--- config.mk ---
export PLATFORM = sky130hd
export DESIGN_NAME = ro_puf
export DESIGN_NICKNAME = d
export VERILOG_FILES = /design/src/rtl/ro_puf.sv
export SDC_FILE = /design/constraint.sdc
export NUM_CORES = 2
export LEC_CHECK = 0
export CAP_MARGIN = 20
export CORE_MARGIN = 3
export CORE_UTILIZATION = 35
export CTS_BUF_LIST = sky130_fd_sc_hd__clkbuf_8
export DETAILED_ROUTE_END_ITERATION = 16
export HOLD_SLACK_MARGIN = 0.08
export PLACE_DENSITY_LB_ADDON = 0.15
export SKIP_CTS_REPAIR_TIMING = 1
export SYNTH_ARGS = -nofsm -noshare
export SYNTH_HDL_FRONTEND = slang
export SYNTH_SLANG_ARGS = --single-unit
--- constraint.sdc ---
create_clock -name clk -period 9.75 [get_ports clk]
set_input_delay 2.925 -clock clk [delete_from_list [all_inputs] [get_ports clk]]
set_output_delay 2.925 -clock clk [all_outputs]
set_load 0.01 [all_outputs]
--- src/rtl/ro_puf.sv ---
// Behavioural ring-oscillator PUF: 32 counters with fixed seed-dependent rates are
// integrated over a window, and challenge-selected pairs are compared into a 16-bit response.
module ro_puf #(
    parameter int SEED   = 0,
    parameter int WINDOW = 256,
    parameter int CNT_W  = 16
) (
    input  logic        clk,
    input  logic        Reset,
    input  logic [0:15] challenge,
    output logic [0:15] Out
);

    typedef enum logic [1:0] {
        IDLE    = 2'd0,
        MEASURE = 2'd1,
        COMPARE = 2'd2,
        DONE    = 2'd3
    } state_t;

    localparam logic [9:0] WIN_LAST = 10'(WINDOW - 1);

    // Rates are 16 + ((7k + SEED) mod 32); 7 is odd, so all 32 rates are distinct.
    function automatic logic [CNT_W-1:0] rate_of(input int k);
        return CNT_W'(32'd16 + ((32'd7 * 32'(k) + 32'(SEED)) % 32'd32));
    endfunction

    state_t            state_r;
    state_t            next_s;
    logic [9:0]        win_r;
    logic [0:15]       chal_q_r;
    logic [0:15]       out_r;
    logic [0:15]       resp_s;
    logic [CNT_W-1:0]  cnt_r [32];

    // Next-state decode; a changed challenge is only noticed once the run is finished.
    always_comb begin
        next_s = state_r;
        case (state_r)
            IDLE: begin
                next_s = MEASURE;
            end
            MEASURE: begin
                if (win_r == WIN_LAST) begin
                    next_s = COMPARE;
                end else begin
                    next_s = MEASURE;
                end
            end
            COMPARE: begin
                next_s = DONE;
            end
            DONE: begin
                if (challenge != chal_q_r) begin
                    next_s = IDLE;
                end else begin
                    next_s = DONE;
                end
            end
            default: begin
                next_s = IDLE;
            end
        endcase
    end

    // Pair selection: bit i compares 2i against 2i+1, or against (2i+3) mod 32 when set.
    always_comb begin
        resp_s = 16'h0000;
        for (int i = 0; i < 16; i++) begin
            if (chal_q_r[i]) begin
                resp_s[i] = (cnt_r[5'(2 * i)] > cnt_r[5'((2 * i + 3) % 32)]);
            end else begin
                resp_s[i] = (cnt_r[5'(2 * i)] > cnt_r[5'(2 * i + 1)]);
            end
        end
    end

    // State register.
    always_ff @(posedge clk) begin
        if (!Reset) begin
            state_r <= IDLE;
        end else begin
            state_r <= next_s;
        end
    end

    // Measurement window counter and challenge capture.
    always_ff @(posedge clk) begin
        if (!Reset) begin
            win_r    <= 10'd0;
            chal_q_r <= 16'h0000;
        end else if (state_r == IDLE) begin
            win_r    <= 10'd0;
            chal_q_r <= challenge;
        end else if (state_r == MEASURE) begin
            win_r    <= win_r + 10'd1;
        end
    end

    // Emulated oscillator counters.
    always_ff @(posedge clk) begin
        if (!Reset) begin
            for (int k = 0; k < 32; k++) begin
                cnt_r[k] <= '0;
            end
        end else if (state_r == IDLE) begin
            for (int k = 0; k < 32; k++) begin
                cnt_r[k] <= '0;
            end
        end else if (state_r == MEASURE) begin
            for (int k = 0; k < 32; k++) begin
                cnt_r[k] <= cnt_r[k] + rate_of(k);
            end
        end
    end

    // Response register; it only moves on the compare edge so the old key survives a re-run.
    always_ff @(posedge clk) begin
        if (!Reset) begin
            out_r <= 16'h0000;
        end else if (state_r == COMPARE) begin
            out_r <= resp_s;
        end
    end

    assign Out = out_r;

endmodule

# --- Yosys cells after proc, flatten, opt, wreduce, memory -nomap -nowiden ---
# Memories as Yosys holds them, arrays and structs flattened.
# Cells that the tools add are included.
op_classes:
  addsub: 33
  magnitude_cmp: 32
  n_eq_ne: 5
  n_mux: 91
  bitwise: 65
  reduce_logical: 2
ops:
  columns: ["op", "count"]
  rows:
  - ["16-bit 2-to-1 mux", 64]
  - ["16-bit > comparator", 32]
  - ["16-bit by 5-bit adder with 16-bit output (second input constant)", 16]
  - ["16-bit by 6-bit adder with 16-bit output (second input constant)", 16]
  - ["1-bit OR", 64]
  - ["1-bit 2-to-1 mux", 24]
  - ["16-bit inequality test", 1]
  - ["10-bit by 1-bit adder with 10-bit output (second input constant)", 1]
  - ["10-bit by 8-bit equality test with 1-bit output (second input constant)", 1]
  - ["2-bit one-hot mux with 4 select lines", 1]
  - ["2-bit equality test (second input constant)", 2]
  - ["2-bit 2-to-1 mux", 2]
  - ["2-bit by 1-bit equality test with 1-bit output (second input constant)", 1]
  - ["2-bit zero test", 1]
  - ["2-bit OR reduction", 1]
  - ["1-bit inverter", 1]
word_totals:
  regBits: 44
  mem_bits_rw: 512
  inputBits: 18
  output_inout_bits: 16
  memories: 1
mem_list:
  columns: ["name", "depth", "width", "read_ports", "rd_clocked_by_memory_dff", "write_ports", "line_no", "source"]
  rows:
  - ["cnt_r", 32, 16, 32, 0, 32, "34", "logic [CNT_W-1:0] cnt_r [32];"]

# --- Depth between registers and ports, before layout ---
depth:
  word_depth: 6
  depth_mapped: 9
  mapped_depth_nobuf: 7

# --- Worst setup path before layout ---
# No wires, ideal clock.
synth_timing:
  kind: "input to register"
  startpoint: "input Reset"
  endpoint: "memory cnt_r[1][0], in the netlist cnt_r[0][16] (enable)"
  setup_ps: 1780
  arrival_ps: 7155
  path_slack_ps: 815
  stages: 3
  path_buffers: 2
  path_cell_list: "clkbuf_1 -> clkbuf_1 -> nand2_1"
synth_lines:
  columns: ["element", "line_no", "source"]
  rows:
  - ["start: declaration", "9", "input logic Reset,"]
  - ["end: declaration", "34", null]

==> flow_summary.ini <==
[routing]
drcViolationCount = 0
routed_wl_um = 90300
ant_nets = 0
post_drt_wl_per_cell_um = 17.4
vias_per_cell = 5.16
dr_total_vias = 26700
first_pass_iters = 5
first_iter_violations = 1466

[critical_path]
crit-reg2reg-launch = state_r[0]$_SDFF_PN0_
ff2ff_setup_slack_ns = 6.96
slowest_delay_ns = 0.88
crit_buf_inv = 3
cp_top_family = buffers and inverters
arrival_ns = 5.61
crit_path_end_kind = register
start_kind = input pin
r2r_end = cnt_r[1][21]$_SDFFCE_PN0P_
crit_fanout = 87
cp.required_ns = 10.17
crit_slowest_cell = buf_4
rr_worst_depth = 4
crit_top_cell = buf_4
path_cells = buf_2 -> buf_4 -> nand2_4 -> buf_4 -> nor3_1
path_class = input pin to register

[placed_design]
place_inst = 4985
port_buffers = 33
gp_routability_congestion = 0.785
place_hpwl_um = 63200

[logic_synthesis]
synth-seq-area-share_pct = 41.8
yosysMostFrequentCell = ha_1
synth_cells = 3648
synth_top_area_share_pct = 38.7
ys_seq_elements = 525
ys_types = 74
ys_warn_count = 0
synth_common_cells = 492 x ha_1, 469 x edfxtp_1, 447 x nor2_1
syn_area_um2 = 36400
synth_top_flop_cell = edfxtp_1
synthTopCellsByArea = edfxtp_1 39%, ha_1 17%, xnor2_1 5.3%
synth_area_leader_cell = edfxtp_1
synth_fp_nets = 4158
async_flop_share_pct = 0
synth_edf_count = 469
syn_area_per_cell_um2 = 9.98

[clock_tree]
clk_pin_slew_ns = 0.06
clk_latency_ns = 0.72
ctsLongestPathBuffers = 3
cts_buffers = 102
cts-root-buf = clkbuf_8
clock_sinks = 525
cts_tree = built
cts_htree_levels = 3

[floorplan]
die_area_um2 = 108000
rows = 117
fp.coreArea_um2 = 102000
die_height_um = 329
dieWidth_um = 329
io_pins = 34
start_util_pct = 35.5

[global_routing]
grt_use_met1_pct = 23.5
antenna_found_initial = 4
met2_usage_pct = 26.7
grt_pass1_wl_um = 146000
busiest_layer = met2
use_met3_pct = 2.42
grt_max_degree = 199
track_usage_pct = 16.8
grt_overflow = 0
grt_pass1_vias = 26200

[power]
powerDensity_nw_per_um2 = 151
p_leak_uw = 0.0163
vdd_drop_max_v = 0.000115

[final_layout]
nNetsFinal = 4232
final_cells = 5180
syn2layout_area_growth_pct = 10.7
drive_above_1_share_pct = 4.78

[outcome]
status = complete, no violations

[worst_hold_path]
hold_class = register to register
min_delay_path_depth = 2
hp-start = win_r[6]$_SDFFE_PP0P_
holdPathEnd = win_r[6]$_SDFFE_PP0P_

[timing]
period_needed_ns = 5.19
max_slew.worst_pin.slew_ns = 1.11
period_share_pct = 53.2
finClkSkew_ns = 0.0230
rsz0062_at_grt = false
slew_viol_final = 0
setup_tns_ns = 0
hold_violations = 0
maxSlewHeadroom_pct = 26.0
fmax_mhz = 193
setup-violations-final = 0

[job]
maxCapViolCount = 0
sequential cells by signal (all words and copies together) (netlist names):
signal	flops
chal_q_r	16
win_r	10
state_r	2
Out	16
cnt_r	481
cells by family after synthesis:
kind of cell,after synthesis,share of synthesized area [%]
AND/OR/NAND/NOR,1250,17.0
XOR/XNOR,354,8.52
adder cells (fa/ha/maj),492,16.9
AO/OA/AOI/OAI,637,11.6
flip-flops,525,41.8
multiplexers,1,0.0275
buffers and inverters,389,4.18
tightest hold or removal path, delay by kind of cell, from the launching register on:
kind,cells,cell delay [ns]
compound gates,2,0.13
flops,1,0.31
how the worst max path moves through the flow:
stage / startpoint / to / slack, ns / depth (start not counted)
after global placement: Reset / cnt_r[1][21]$_SDFFCE_PN0P_ / 3.80 / 5
final: Reset / cnt_r[1][21]$_SDFFCE_PN0P_ / 4.56 / 5
after CTS: Reset / cnt_r[0][37]$_SDFFCE_PN0P_ / 4.54 / 5
after detailed placement: Reset / cnt_r[1][21]$_SDFFCE_PN0P_ / 3.73 / 5
after global routing: Reset / cnt_r[0][37]$_SDFFCE_PN0P_ / 4.36 / 5
after floorplan: Reset / cnt_r[0][16]$_SDFFCE_PN0P_ / 0.81 / 3
area by class of cell:
cell class | count | area [um2]
Fill cell | 10200 | 62200
Multi-Input combinational cell | 2734 | 19700
Sequential cell | 525 | 15200
Tap cell | 1368 | 1710
Clock buffer | 121 | 1670
Inverter | 309 | 1160
Timing Repair Buffer | 50 | 475
Clock inverter | 71 | 370
Antenna cell | 2 | 5.00
layout by cell type, fill, tap and decap left out, types with 34 or more instances in the layout:
cell and instances:
dfxtp_1 56, or3_1 34, xor2_1 132, nor2_1 447, ha_1 492, nor4_1 34, nand2_1 182, and3_1 42
a21o_1 116, nand4_1 156, xnor2_1 222, inv_1 357, clkbuf_8 121, nor3_1 74, a21oi_1 219, o21ai_0 76
nand3_1 133, and4_1 37, edfxtp_1 469
per-layer routing:
metal	wire, um	vias to the layer above	part of all wire (%)
li1	-	13500	-
met1	43900	12700	49
met2	40700	357	45
met3	3200	137	3.5
met4	2450	2	2.7
met5	13	-	0.014
report_power, final:
part           internal [uW]  switching, uW  leakage (uW)
Clock                   1200           1030       0.00122
Combinational            460            616       0.00908
Sequential              2600            184       0.00601
Total                   4260           1830        0.0163
through the flow:
step	cell area, um2	utilization [%]	total power (uW)	setup slack, ns	hold slack [ns]
after detailed placement	38300	37.3	3910	3.73	0.491
final	40300	39.3	6090	4.56	0.490
after global routing	40300	39.3	6460	4.36	0.524
after CTS	40300	39.3	6200	4.54	0.499
after global placement	38300	37.3	3900	3.80	0.474
after floorplan	36400	-	3590	0.815	0.454
No activity file was read; power rests on OpenSTA's default activity.
